--- src/rtl/psum_acc_pkg.sv ---
// Shared psum_accumulator definitions: frame state, output conversion, width checks.
// Define PSUM_ACC_SATURATE_EN to clamp converted sums; otherwise they wrap.
package psum_acc_pkg;

  typedef enum logic {ST_IDLE = 1'b0, ST_ACCUM = 1'b1} state_t;

  localparam int CONV_W     = 64;
  localparam int MIN_DATA_W = 1;

  function automatic bit widths_ok(input int w_in, input int w_acc, input int w_out);
    return (w_in >= MIN_DATA_W) && (w_out >= MIN_DATA_W) &&
           (w_acc >= w_in) && (w_out <= w_acc) && (w_acc <= CONV_W);
  endfunction

  // Result is sign-extended to CONV_W; callers keep the low w_out bits.
  function automatic logic signed [CONV_W-1:0] convert(input logic signed [CONV_W-1:0] acc,
                                                       input int w_out);
    logic signed [CONV_W-1:0] res;
`ifdef PSUM_ACC_SATURATE_EN
    logic signed [CONV_W-1:0] max_v;
    logic signed [CONV_W-1:0] min_v;
    max_v = (64'sd1 <<< (w_out - 1)) - 64'sd1;
    min_v = -max_v - 64'sd1;
    if (acc > max_v) begin
      res = max_v;
    end else if (acc < min_v) begin
      res = min_v;
    end else begin
      res = acc;
    end
`else
    res = (acc <<< (CONV_W - w_out)) >>> (CONV_W - w_out);
`endif
    return res;
  endfunction

endpackage

--- src/rtl/psum_acc_lane.sv ---
// One lane: wrapping accumulator, output conversion and a registered result slot.
// Result appears the cycle after the frame's last beat and holds until its own handshake.
module psum_acc_lane
  import psum_acc_pkg::*;
#(
  parameter int DW_IN  = 16,
  parameter int DW_ACC = 24,
  parameter int DW_OUT = 16
) (
  input  logic                    clk,
  input  logic                    rst,
  input  logic                    i_accept,
  input  logic                    i_last,
  input  logic signed [DW_IN-1:0] i_data,
  input  logic                    i_m_tready,
  output logic                    o_m_tvalid,
  output logic [DW_OUT-1:0]       o_m_tdata
);

  logic signed [DW_ACC-1:0] r_acc;
  logic signed [DW_ACC-1:0] w_acc_next;
  logic [DW_OUT-1:0]        w_conv;
  logic                     r_tvalid;
  logic [DW_OUT-1:0]        r_tdata;

  assign w_acc_next = r_acc + DW_ACC'(i_data);
  assign w_conv     = DW_OUT'(convert(CONV_W'(w_acc_next), DW_OUT));

  // A drain and a new load may land in the same cycle; the load wins.
  always_ff @(posedge clk) begin
    if (rst) begin
      r_acc    <= '0;
      r_tvalid <= 1'b0;
      r_tdata  <= '0;
    end else begin
      if (r_tvalid && i_m_tready) begin
        r_tvalid <= 1'b0;
      end
      if (i_accept) begin
        if (i_last) begin
          r_acc    <= '0;
          r_tdata  <= w_conv;
          r_tvalid <= 1'b1;
        end else begin
          r_acc <= w_acc_next;
        end
      end
    end
  end

  assign o_m_tvalid = r_tvalid;
  assign o_m_tdata  = r_tdata;

endmodule

--- src/rtl/psum_accumulator.sv ---
// Lock-step partial-sum accumulator: one result per lane per frame, 1 cycle after the last beat.
// Inputs stall together while any lane still holds an undrained result. Option: PSUM_ACC_SATURATE_EN.
module psum_accumulator
  import psum_acc_pkg::*;
#(
  parameter int LANES          = 1,
  parameter int DATA_WIDTH_IN  = 16,
  parameter int DATA_WIDTH_ACC = 24,
  parameter int DATA_WIDTH_OUT = 16,
  parameter int ID_WIDTH       = 1,
  parameter int DEST_WIDTH     = 1,
  parameter int USER_WIDTH     = 1
) (
  input  logic                            clk,
  input  logic                            rst,
  input  logic [LANES*DATA_WIDTH_IN-1:0]  s_axis_tdata,
  input  logic [LANES-1:0]                s_axis_tvalid,
  output logic [LANES-1:0]                s_axis_tready,
  input  logic [LANES-1:0]                s_axis_tlast,
  input  logic [LANES*ID_WIDTH-1:0]       s_axis_tid,
  input  logic [LANES*DEST_WIDTH-1:0]     s_axis_tdest,
  input  logic [LANES*USER_WIDTH-1:0]     s_axis_tuser,
  output logic [LANES*DATA_WIDTH_OUT-1:0] m_axis_tdata,
  output logic [LANES-1:0]                m_axis_tvalid,
  input  logic [LANES-1:0]                m_axis_tready,
  output logic [LANES-1:0]                m_axis_tlast,
  output logic [LANES*ID_WIDTH-1:0]       m_axis_tid,
  output logic [LANES*DEST_WIDTH-1:0]     m_axis_tdest,
  output logic [LANES*USER_WIDTH-1:0]     m_axis_tuser,
  output logic                            err_unaligned_data
);

  if (!widths_ok(DATA_WIDTH_IN, DATA_WIDTH_ACC, DATA_WIDTH_OUT)) begin : g_bad_widths
    $error("psum_accumulator: illegal DATA_WIDTH_IN/ACC/OUT combination");
  end

  state_t                        r_state;
  state_t                        w_state_next;
  logic [LANES-1:0]              w_lane_vld;
  logic                          w_all_vld;
  logic                          w_out_free;
  logic                          w_accept;
  logic                          w_last;
  logic                          w_unaligned;
  logic                          r_err;
  logic [LANES*ID_WIDTH-1:0]     r_tid;
  logic [LANES*DEST_WIDTH-1:0]   r_tdest;
  logic [LANES*USER_WIDTH-1:0]   r_tuser;

  assign w_all_vld   = &s_axis_tvalid;
  assign w_out_free  = &(~w_lane_vld | m_axis_tready);
  assign w_accept    = w_all_vld && w_out_free && !rst;
  assign w_last      = s_axis_tlast[0];
  assign w_unaligned = (s_axis_tlast != {LANES{w_last}});

  assign s_axis_tready = {LANES{w_accept}};

  always_ff @(posedge clk) begin
    if (rst) begin
      r_state <= ST_IDLE;
    end else begin
      r_state <= w_state_next;
    end
  end

  // Lane 0's tlast alone delimits the frame, also when other lanes disagree.
  always_comb begin
    w_state_next = r_state;
    if (w_accept) begin
      w_state_next = w_last ? ST_IDLE : ST_ACCUM;
    end
  end

  always_ff @(posedge clk) begin
    if (rst) begin
      r_err   <= 1'b0;
      r_tid   <= '0;
      r_tdest <= '0;
      r_tuser <= '0;
    end else begin
      if (w_accept && w_unaligned) begin
        r_err <= 1'b1;
      end
      if (w_accept && w_last) begin
        r_tid   <= s_axis_tid;
        r_tdest <= s_axis_tdest;
        r_tuser <= s_axis_tuser;
      end
    end
  end

  for (genvar k = 0; k < LANES; k++) begin : g_lane
    psum_acc_lane #(
      .DW_IN (DATA_WIDTH_IN),
      .DW_ACC(DATA_WIDTH_ACC),
      .DW_OUT(DATA_WIDTH_OUT)
    ) u_lane (
      .clk       (clk),
      .rst       (rst),
      .i_accept  (w_accept),
      .i_last    (w_last),
      .i_data    (s_axis_tdata[k*DATA_WIDTH_IN +: DATA_WIDTH_IN]),
      .i_m_tready(m_axis_tready[k]),
      .o_m_tvalid(w_lane_vld[k]),
      .o_m_tdata (m_axis_tdata[k*DATA_WIDTH_OUT +: DATA_WIDTH_OUT])
    );
  end

  assign m_axis_tvalid      = w_lane_vld;
  assign m_axis_tlast       = w_lane_vld;
  assign m_axis_tid         = r_tid;
  assign m_axis_tdest       = r_tdest;
  assign m_axis_tuser       = r_tuser;
  assign err_unaligned_data = r_err;

endmodule
--- config.mk ---
export PLATFORM = sky130hd
export DESIGN_NAME = psum_accumulator
export DESIGN_NICKNAME = d
export VERILOG_FILES = /design/src/rtl/psum_acc_pkg.sv /design/src/rtl/psum_acc_lane.sv /design/src/rtl/psum_accumulator.sv
export SDC_FILE = /design/constraint.sdc
export NUM_CORES = 1
export LEC_CHECK = 0
export CAP_MARGIN = 10
export CORE_MARGIN = 1
export CORE_UTILIZATION = 55
export CTS_BUF_LIST = sky130_fd_sc_hd__clkbuf_16
export CTS_CLUSTER_DIAMETER = 150
export CTS_CLUSTER_SIZE = 24
export DETAILED_ROUTE_END_ITERATION = 10
export PLACE_DENSITY = 0.85
export SLEW_MARGIN = 20
export SYNTH_ARGS = -nofsm -noshare
export SYNTH_HDL_FRONTEND = slang
export SYNTH_SLANG_ARGS = --single-unit
--- constraint.sdc ---
create_clock -name clk -period 3.6 [get_ports clk]
set_input_delay 0.54 -clock clk [delete_from_list [all_inputs] [get_ports clk]]
set_output_delay 0.54 -clock clk [all_outputs]
set_load 0.02 [all_outputs]
Word level (Yosys, flattened, before mapping)
Cells that the tools add are included.
{ "word_totals": {"ff_bits": 44, "output_inout_bits": 23, "elab_cells": 19} }
{ "op_classes": {"n_addsub": 1, "mux": 4, "bitwise": 2, "n_reduce_logical": 6} }
{ "op_table": {"columns": ["operator", "n"], "rows": [
  ["24-bit by 16-bit adder with 24-bit output", 1],
  ["24-bit 2-to-1 mux", 1],
  ["1-bit logical AND", 4],
  ["1-bit 2-to-1 mux", 3],
  ["2-bit AND reduction", 1],
  ["1-bit zero test", 1],
  ["1-bit NOT", 1],
  ["1-bit OR", 1]
]} }

Depth between registers and ports, before layout
Gate-level depths: netlist of the first run.
{ "logic_depth": {"depth_word": 5, "mapped_depth": 8} }

Cells and area by module
From an unflattened synthesis of the first run, not the netlist that was laid out.
{ "hier_totals": {"hier_cells": 277, "hier_area_um2": 2292.2} }
{ "by_module_without_submodules": {"columns": ["mod", "n_inst", "cells_each", "area_each_um2"], "rows": [
  ["psum_acc_lane", 1, 257, 2102.0],
  ["psum_accumulator", 1, 20, 190.2]
]} }

Worst setup path before layout of the first run
OpenSTA, ideal clock, no wires.
{ "synth_timing": {"path_kind": "input to register", "start": "input s_axis_tdata[0]", "end": "register g_lane[0].u_lane.r_tdata[14]", "setup_ns": 0.122, "arrival_time_ns": 2.331, "required_ns": 3.478, "setup_slack_ns": 1.147, "cell_stages": 8, "path_cell_list": "ha_1 > fa_1 > a211oi_1 > o21ai_1 > o2111ai_1 > nand3_1 > nor4b_1 > a311o_1"} }
{ "synth_between": {"elab_chain_cells": 1} }
{ "synth_lines": {"columns": ["item", "line", "text"], "rows": [
  ["start: declaration", "psum_accumulator.sv:16", "input logic [LANES*DATA_WIDTH_IN-1:0] s_axis_tdata,"],
  ["24-bit by 16-bit adder with 24-bit output", "psum_acc_lane.sv:26", "assign w_acc_next = r_acc + DW_ACC'(i_data);"],
  ["end signal: assignment", "psum_acc_lane.sv:42", "r_tdata <= w_conv;"],
  ["end: declaration", "psum_acc_lane.sv:24", "logic [DW_OUT-1:0] r_tdata;"]
]} }
No other way between the ends.
A chain may end at the register's enable or synchronous reset.

Final worst setup path of the first run
Ends and elaborated chain as after synthesis.

==> run_results.csv, run 1 <==
group,metric,value,unit
place,place_hpwl,3.91,mm
min_path,hold_path_depth,2,
clock_network,clock_latency,0.28,ns
yosys,netlist_area,0.00221,mm²
clock_network,clock_path_buffers,2,
power,seq_power_share,38.5,%
power,powerDensity,405,mW/mm²
cells_and_area,fin_area,0.00282,mm²
place,port_buffers,45,
cells_and_area,nFillCells,306,
sta,finClkSkew,0.00563,ns
route,dr.pass1.iters,5,
sta,hold_viol_final,0,
yosys,synthFlopType,"dfxtp_1",
power,p_leak,1.15,nW
cells_and_area,drive_gt1_share,8.20,%
sta,period_needed,2.82,ns
worst_setup_path,worst_ep_arrival_time,2.99,ns
power,p_int,0.000807,W
power,power_switching,0.000333,W
yosys,yosysSeqAreaShare,32.6,%
run,maxCapViolCount,0,
worst_setup_path,worst_r2r_path_depth,8,
yosys,synth_fp_nets,301,
power,clock_power_share,37.6,%
clock_network,cts_tree,"done",
clock_network,clk_pin_slew_worst_paths,0.06,ns
clock_network,clk_root_buffer_cell,"clkbuf_16",
cells_and_area,area_delta_synth_final,27.5,%
clock_network,ctsHoldBuffers,0,
clock_network,cts_sinks,36,
yosys,syn_area_per_cell,8.46,µm²
grt,antenna_found_initial,0,
sta,setup_violations,0,
floorplanning,initial_core_util,59.0,%
grt,grt_max_degree,27,
worst_setup_path,crit_path_start_kind,"input port",
cells_and_area,finalNetCount,344,
power,p_comb_share,23.9,%
floorplanning,die_area,0.00427,mm²
sta,worst_pin_slew,0.531,ns
min_path,hold_path_class,"flip-flop to flip-flop",
worst_setup_path,critical_path_peak_fanout,4,
place,place_area,0.00267,mm²
route,viasPerCell,6.08,
route,first_iter_violations,198,
sta,max_freq,354,MHz
grt,grt_pass1_wl,9.00,mm
floorplanning,io_pins,47,
grt,gr-total-overflow,0,
route,wire_per_inst,15.3,µm
sta,setup_ws,0.776,ns
sta,slew_headroom,64.5,%
worst_setup_path,slowest_delay,0.43,ns
yosys,synth_cell_types,60,
grt,track_usage,27.4,%
route,ant_nets,0,
sta,finalSetupTns,0,ns
worst_setup_path,critPathKind,"input port to flip-flop",
power,p_sw_share,29.2,%
run_status,status,"completed",
route,route.detailed.drc,0,
route,routed_wl,5.40,mm
place,place.gp.congestion,0.878,
power,ir_drop,0.229,mV
worst_setup_path,cp-end-kind,"flip-flop",
route,vias,2145,
clock_network,cts_made_buffers,5,
yosys,synth-edff-count,0,
floorplanning,dieHeight,65.4,µm
grt,first_global_vias,2088,
worst_setup_path,cp.required,3.77,ns
place,place_ws,0.540,ns
worst_setup_path,crit_chain,"clkdlybuf4s50_1, ha_1, fa_1, a211oi_1, o21ai_1, o2111ai_1, nand3_1, nor4b_1, a311o_1",
floorplanning,rows,22,
sta,maxSlewViolCount,0,
clock_network,cts_setup_buffers,0,
worst_setup_path,ff2ff_setup_slack,1.16,ns
clock_network,htreeDepth,2,
worst_setup_path,slowest_stage,"fa_1",
yosys,synth_warnings,0,
clock_network,postCtsResizedCells,0,
yosys,ys_ff_latch,36,
cells_and_area,n_antenna_cell,0,
yosys,synth_async_sr_flop_share,0,%
floorplanning,core_area,0.00374,mm²
floorplanning,die_w,65.4,µm
sta,rsz0062_at_grt,"false",
yosys,synth_cells,261,
cells_and_area,final_core_util,75.2,%
sta,fin_crit_sh,78.4,%
-- critical path, delay by kind of cell --
kind | cells | cell delay [ns]
simple gates | 2 | 0.38
compound gates | 4 | 0.97
fa+ha+maj | 2 | 0.67
buf+inv | 1 | 0.41
-- synth_stat cells, drive strengths merged, types with 2 or more instances --
cell type   n  area share [%]
and2        3             1.0
nor2b       3            0.85
buf         6             1.8
nand3      15             3.4
ha         15             8.5
or4b        2            0.91
nand4       5             1.4
a22oi       4             1.4
nor3        6             1.4
a211oi      4             1.4
nor2       18             3.1
nor4        2            0.57
nor3b       3             1.0
nand4b      3             1.2
a21boi      2            0.85
dfxtp      36              33
a211o       3             1.2
a21oi      16             3.6
o311ai      4             1.6
xor2        2            0.79
a32oi       2            0.79
o31ai       4             1.4
o21a        4             1.4
a21o        3             1.0
o21ai      17             4.0
nand3b     12             4.1
clkbuf      8             2.3
xnor2       4             1.6
inv         7             1.2
nand2      29             5.0
a311o       2            0.91
-- power by group through the flow --
stage	combinational [W]	clock, W	sequential, W
5_1_grt	0.000297	0.000446	0.000442
6_report	0.000273	0.000428	0.000439
3_5_place_dp	0.000267	0	0.000447
3_3_place_gp	0.000262	0	0.000446
4_1_cts	0.000271	0.000430	0.000439
2_1_floorplan	0.000158	0	0.000464
-- layer usage --
metal,track usage [%],share of wire (%),vias to the layer above
li1,-,-,1052
met1,32.4,43,996
met2,49.0,49,85
met3,4.34,6.3,12
met4,10.6,1.9,0
met5,0,0,-
-- cell usage in the layout (no fill, tap or decap), types with 6 or more instances in the layout --
cell type,synthesis,layout
inv_1,7,7
clkdlybuf4s50_1,0,45
nand3_1,15,15
ha_1,15,15
dfxtp_1,36,36
o21ai_0,14,14
a21oi_1,16,16
nor3_1,6,6
nand3b_1,12,12
nor2_1,18,18
nand2_1,28,28
-- path summary, 6_finish.rpt --
check	endpoint	startpoint
setup / recovery	g_lane[0].u_lane.o_m_tdata[14]	s_axis_tdata[0]
hold / removal	g_lane[0].u_lane.o_m_tdata[7]	g_lane[0].u_lane.o_m_tdata[7]
setup reg to reg	g_lane[0].u_lane.o_m_tdata[14]	g_lane[0].u_lane.r_acc[0]
hold reg to reg	g_lane[0].u_lane.o_m_tdata[7]	g_lane[0].u_lane.o_m_tdata[7]
-- state kept, by name, indices dropped and copies added, names as in the netlist --
name,count
m_axis_tuser,1
m_axis_tid,1
g_lane.u_lane.o_m_tvalid,1
g_lane.u_lane.o_m_tdata,16
g_lane.u_lane.r_acc,16
m_axis_tdest,1
-- kinds of logic (layout without fill, tap and decap cells) --
kind of cell | after synthesis | in the layout | synth area share [%]
buffers and inverters | 21 | 65 | 5.27
other | 1 | 1 | 0.170
AOI/OAI and AO/OA | 72 | 72 | 23.0
and+or+nand+nor | 107 | 107 | 26.2
muxes | 2 | 2 | 0.963
DFF | 36 | 36 | 32.6
adders and majority gates | 16 | 16 | 9.41
xor gates and xnor gates | 6 | 6 | 2.38
-- stage by stage --
step	hold WS [ns]	std cells	total power [W]
6_report	0.468	353	0.00114
5_1_grt	0.477	353	0.00119
4_1_cts	0.466	353	0.00114
3_5_place_dp	0.450	345	0.000714
2_1_floorplan	0.447	261	0.000622
3_3_place_gp	0.446	345	0.000708
-- cell type report --
cell class / instances / area, µm² / area share [%]
clock inverter: 3 / 23.8 / 0.844
sequential: 36 / 721 / 25.6
multi-input combinational: 204 / 1370 / 48.7
clock buffer: 5 / 125 / 4.44
inverter: 7 / 26.3 / 0.933
tap: 48 / 60.1 / 2.13
timing repair buffer: 50 / 488 / 17.3
Power figures use the tool's default switching activity.
==> inputs of run 2 (changes only) <==
Settings changed: CORE_UTILIZATION 55 to 51, PLACE_DENSITY 0.85 to 0.8.
Clock period 3.6 ns to 2.6 ns, I/O delays scaled along.
==> run 2 against run 1 <==
Against the previous run: worst setup slack worse by 0.61 ns; core utilization down 1.7 points; flip-flop and latch count unchanged; final cell count up 6.2%; via count up 3.5%; clock power up 60%; largest cell class unchanged; highest routed layer unchanged.
==> run_results.csv, run 2 (synthesis results as in run 1) <==
group,metric,value,unit
run_status,status,"completed",
place,place.gp.congestion,0.913,
grt,gr-usage-met2,47.5,%
route,wire_per_inst,15.8,µm
grt,gr-total-overflow,0,
power,ir_drop,0.362,mV
cells_and_area,finalNetCount,364,
worst_setup_path,cp-end-kind,"flip-flop",
clock_network,clk_root_buffer_cell,"clkbuf_16",
sta,setup_violations,0,
route,routed_wl,5.93,mm
min_path,hold_path_depth,2,
place,port_buffers,45,
worst_setup_path,slowest_stage,"clkdlybuf4s50_1",
sta,rsz0062_at_grt,"false",
worst_setup_path,crit_chain,"clkdlybuf4s50_1, ha_1, fa_1, a211oi_2, o21ai_2, o211a_1, or3_1, a32oi_1, nor2_1",
route,route.detailed.drc,0,
power,p_total,0.00171,W
route,ant_nets,0,
worst_setup_path,r2r-end,"g_lane[0].u_lane.r_acc[10]",
power,p_leak,1.27,nW
min_path,hold_start,"g_lane[0].u_lane.o_m_tdata[6]",
clock_network,cts_tree,"done",
floorplanning,initial_core_util,54.0,%
cells_and_area,nFillCells,312,
sta,hold_viol_final,0,
worst_setup_path,worst-path-buf-inv,1,
worst_setup_path,critical_path_peak_fanout,4,
grt,grt_max_degree,32,
clock_network,cts_setup_buffers,0,
sta,fin_crit_sh,93.7,%
clock_network,clock_latency,0.28,ns
sta,max_freq,410,MHz
grt,grt_pass1_wl,9.54,mm
sta,period_needed,2.44,ns
grt,met3_usage,7.26,%
min_path,hold_end,"g_lane[0].u_lane.o_m_tdata[6]",
worst_setup_path,worst_r2r_path_depth,8,
grt,track_usage,28.3,%
power,powerDensity,568,mW/mm²
floorplanning,die_w,67.8,µm
floorplanning,die_area,0.00460,mm²
clock_network,htreeDepth,2,
floorplanning,rows,23,
cells_and_area,drive_gt1_share,15.1,%
place,place_area,0.00282,mm²
grt,first_global_vias,2115,
worst_setup_path,slowest_delay,0.41,ns
worst_setup_path,ff2ff_setup_slack,0.40,ns
route,first_iter_violations,129,
route,vias,2221,
grt,met1_usage,33.7,%
clock_network,clock_path_buffers,2,
grt,grt_busiest_layer,"met2",
worst_setup_path,critPathKind,"input port to flip-flop",
worst_setup_path,r2r_start,"g_lane[0].u_lane.r_acc[0]",
clock_network,cts_made_buffers,5,
worst_setup_path,cp_top_family,"compound AO/OA/AOI/OAI gates",
worst_setup_path,crit_path_start_kind,"input port",
cells_and_area,area_delta_synth_final,36.1,%
floorplanning,io_pins,47,
route,dr.pass1.iters,4,
grt,antenna_found_initial,0,
worst_setup_path,cp.required,2.76,ns
worst_setup_path,worst_ep_arrival_time,2.60,ns
floorplanning,core_area,0.00409,mm²
route,viasPerCell,5.92,
run,maxCapViolCount,0,
clock_network,clk_pin_slew_worst_paths,0.06,ns
min_path,hold_path_class,"flip-flop to flip-flop",
sta,maxSlewViolCount,0,
floorplanning,dieHeight,67.8,µm
clock_network,cts_sinks,36,
cells_and_area,final_common_cell,"clkdlybuf4s50_1",
cells_and_area,mostFrequentLayoutCells,"45 x clkdlybuf4s50_1, 36 x dfxtp_1, 28 x nand2_1",
cells_and_area,n_antenna_cell,0,
place,place_hpwl,4.30,mm
cells_and_area,fin_area,0.00301,mm²
sta,finClkSkew,0.00252,ns
## run 2: cell count changes in the layout (fill, tap and decap cells not counted), sizes merged
cell      change
bufinv        +1
buf          +20
clkinvlp      -1
## run 2: worst min-delay path, delay by kind of cell, from the launching register on
| family | cells | cell delay [ns] |
|---|---|---|
| DFF | 1 | 0.31 |
| and+or+nand+nor | 2 | 0.11 |
## run 2: what timing repair did
item                                    4_1_cts  5_1_grt
endpoints found under the setup margin        0        6
resized for setup                             0        5
hold endpoints to repair                      0        0
hold buffers                                  0        0
## run 2: worst max path at each step
stage,slack [ns],to,cells past startpoint,start
2_1_floorplan,0.30,g_lane[0].u_lane.o_m_tdata[14],8,s_axis_tdata[0]
3_3_place_gp,-0.12,g_lane[0].u_lane.o_m_tdata[14],9,s_axis_tdata[0]
3_5_place_dp,-0.17,g_lane[0].u_lane.o_m_tdata[14],9,s_axis_tdata[0]
4_1_cts,0.12,g_lane[0].u_lane.o_m_tdata[14],9,s_axis_tdata[0]
5_1_grt,0.05,g_lane[0].u_lane.r_acc[10],9,s_axis_tdata[0]
6_report,0.16,g_lane[0].u_lane.r_acc[10],9,s_axis_tdata[0]
## run 2: per-layer routing
metal / vias up / routed length, µm / share of wire (%)
li1: 1095 / - / -
met1: 1016 / 2490 / 42
met2: 96 / 2830 / 48
met3: 14 / 490 / 8.3
met4: 0 / 111 / 1.9
met5: - / 0 / 0
## run 2: layout make-up
type / count / area (µm²) / share of cell area (%)
repair buffers: 70 / 638 / 21.2
multi-input cells: 204 / 1390 / 46.3
inverters: 7 / 26.3 / 0.874
clock buffers: 5 / 125 / 4.16
clock inverters: 3 / 42.5 / 1.42
well taps: 50 / 62.6 / 2.08
flip-flops and latches: 36 / 721 / 24.0
## run 2: stage by stage
stage / setup TNS [ns] / utilization (%) / worst slack (ns) / hold WS, ns / std cells
final: 0 / 73.5 / 0.164 / 0.461 / 375
after global routing: 0 / 73.5 / 0.0450 / 0.491 / 375
after CTS: 0 / 73.1 / 0.118 / 0.463 / 375
after detailed placement: -1.02 / 69.0 / -0.170 / 0.449 / 367
after global placement: -0.423 / 69.0 / -0.122 / 0.444 / 367
after floorplan: 0 / - / 0.297 / 0.447 / 261
## run 2: power breakdown
| part | switching (W) | internal [W] | total, W |
|---|---|---|---|
| registers | 0.0000205 | 0.000587 | 0.000608 |
| clock network | 0.000235 | 0.000450 | 0.000685 |
| logic | 0.000215 | 0.000199 | 0.000414 |
==> inputs of run 3 (changes only) <==
Settings changed: CORE_UTILIZATION 51 to 35, PLACE_DENSITY 0.8 to not set.
Clock period 2.6 ns to 2.8 ns, I/O delays scaled along.
==> run 3 against run 2 <==
Against the previous run: total power shrank 8.0%; worst setup slack improved by 0.11 ns; critical path depth unchanged; sequential share of layout area rose by 0.46 points; non-clock buffer count decreased by 10; sequential power is 7.2% lower; global-route usage is 9.7 points lower; routed wire length fell by 2.4%; core utilization is 24 points lower; final cell count increased by 4.0%; first-iteration DRC count fell by 30%; worst hold slack improved by 0.0013 ns; critical path type unchanged; largest cell class unchanged; largest power group unchanged.
==> run_results.csv, run 3 (synthesis results as in run 1) <==
group,metric,value,unit
run_status,status,"completed",
route,dr.pass1.iters,4,
worst_setup_path,cp.required,2.96,ns
floorplanning,io_pins,47,
floorplanning,die_w,81.4,µm
sta,max_freq,396,MHz
cells_and_area,mostFrequentLayoutCells,"45 x clkdlybuf4s50_1, 36 x dfxtp_1, 28 x nand2_1",
power,ir_drop,0.335,mV
cells_and_area,nFillCells,580,
worst_setup_path,r2r_start,"g_lane[0].u_lane.r_acc[0]",
sta,maxSlewViolCount,0,
worst_setup_path,cp-end-kind,"flip-flop",
min_path,hold_path_class,"flip-flop to flip-flop",
route,vias,2137,
grt,track_usage,18.5,%
sta,worst_pin_slew,0.518,ns
cells_and_area,final_cell_count_no_fill,390,
power,powerDensity,532,mW/mm²
sta,rsz0062_at_grt,"false",
route,first_iter_violations,90,
sta,period_needed,2.53,ns
clock_network,cts_setup_buffers,0,
cells_and_area,area_delta_synth_final,33.5,%
worst_setup_path,critPathKind,"input port to flip-flop",
sta,finClkSkew,0.00521,ns
power,p_leak,1.21,nW
grt,first_global_vias,1998,
worst_setup_path,worst_r2r_path_depth,8,
sta,hold_viol_final,0,
clock_network,clk_pin_slew_worst_paths,0.06,ns
place,place_hpwl,4.13,mm
worst_setup_path,critPathLaunch,"s_axis_tdata[0]",
floorplanning,die_area,0.00663,mm²
worst_setup_path,r2r-end,"g_lane[0].u_lane.o_m_tdata[14]",
place,place.gp.congestion,0.790,
cells_and_area,finalNetCount,354,
route,wire_per_inst,14.8,µm
run,maxCapViolCount,0,
grt,antenna_found_initial,0,
route,routed_wl,5.79,mm
place,post-place-cells,382,
worst_setup_path,crit_path_start_kind,"input port",
route,route.detailed.drc,0,
cells_and_area,final_common_cell,"clkdlybuf4s50_1",
route,ant_nets,0,
clock_network,cts_made_buffers,5,
grt,grt_pass1_wl,9.38,mm
clock_network,cts_sinks,36,
worst_setup_path,critPathCapture,"g_lane[0].u_lane.o_m_tdata[14]",
clock_network,htreeDepth,2,
grt,grt_max_degree,32,
floorplanning,rows,28,
route,viasPerCell,5.48,
worst_setup_path,critical_path_peak_fanout,4,
clock_network,clock_latency,0.28,ns
floorplanning,initial_core_util,36.9,%
worst_setup_path,worst_ep_arrival_time,2.69,ns
sta,fin_crit_sh,90.2,%
grt,gr-total-overflow,0,
clock_network,clk_root_buffer_cell,"clkbuf_16",
clock_network,ctsHoldBuffers,0,
cells_and_area,fin_area,0.00295,mm²
worst_setup_path,ff2ff_setup_slack,0.52,ns
clock_network,clock_path_buffers,2,
clock_network,cts_tree,"done",
cells_and_area,drive_gt1_share,11.4,%
floorplanning,dieHeight,81.4,µm
place,place_area,0.00278,mm²
sta,setup_violations,0,
sta,slew_headroom,65.3,%
floorplanning,core_area,0.00599,mm²
place,port_buffers,45,
cells_and_area,n_antenna_cell,0,
## run 3: critical path, cell delays in order
cell             delay [ns]
clkdlybuf4s50_1        0.41
ha_1                   0.22
fa_1                   0.40
a211oi_1               0.21
o21ai_1                0.19
o2111ai_2              0.24
nand3_1                0.13
nor4b_1                0.16
a311o_1                0.30
## run 3: worst min-delay path by stage
| stage | from | end | slack [ns] | cells after the start |
|---|---|---|---|---|
| 2_1_floorplan | g_lane[0].u_lane.r_acc[8] | g_lane[0].u_lane.r_acc[8] | 0.45 | 2 |
| 3_3_place_gp | g_lane[0].u_lane.o_m_tdata[0] | g_lane[0].u_lane.o_m_tdata[0] | 0.44 | 2 |
| 3_5_place_dp | g_lane[0].u_lane.o_m_tdata[4] | g_lane[0].u_lane.o_m_tdata[4] | 0.45 | 2 |
| 4_1_cts | g_lane[0].u_lane.o_m_tdata[0] | g_lane[0].u_lane.o_m_tdata[0] | 0.47 | 2 |
| 5_1_grt | g_lane[0].u_lane.o_m_tdata[5] | g_lane[0].u_lane.o_m_tdata[5] | 0.49 | 2 |
| 6_report | g_lane[0].u_lane.o_m_tdata[0] | g_lane[0].u_lane.o_m_tdata[0] | 0.46 | 2 |
## run 3: timing repair
action,4_1_cts,5_1_grt
hold endpoints to repair,0,0
resized for setup,0,1
endpoints found under the setup margin,0,1
## run 3: power by group
group	total, W	switching, W	leakage (nW)	internal [W]
combinational	0.000365	0.000193	0.840	0.000173
clock	0.000641	0.000223	0.0798	0.000418
sequential	0.000564	0.0000182	0.294	0.000545
## run 3: routing by layer
layer  share of wire [%]  track usage (%)
met5                   0                0
met4                 1.8             7.32
met3                 6.0             4.44
met2                  44             28.8
met1                  48             24.5
## run 3: final cells by class
cell class / instances / area, µm² / share of cell area (%)
well taps: 75 / 93.8 / 3.18
inverters: 7 / 26.3 / 0.891
clock buffers: 5 / 125 / 4.24
clock inverters: 3 / 42.5 / 1.44
flip-flops and latches: 36 / 721 / 24.4
repair buffers: 60 / 563 / 19.1
multi-input cells: 204 / 1380 / 46.7
## run 3: per-stage QoR
stage	setup WS (ns)	util (%)	hold slack (ns)	power [W]	setup TNS [ns]
after floorplan	0.467	-	0.447	0.000799	0
after global placement	-0.0379	46.3	0.444	0.000934	-0.0592
after detailed placement	-0.0256	46.3	0.448	0.000935	-0.0376
after CTS	0.224	49.1	0.467	0.00158	0
after global routing	0.0948	49.2	0.489	0.00165	0
final	0.273	49.2	0.462	0.00157	0
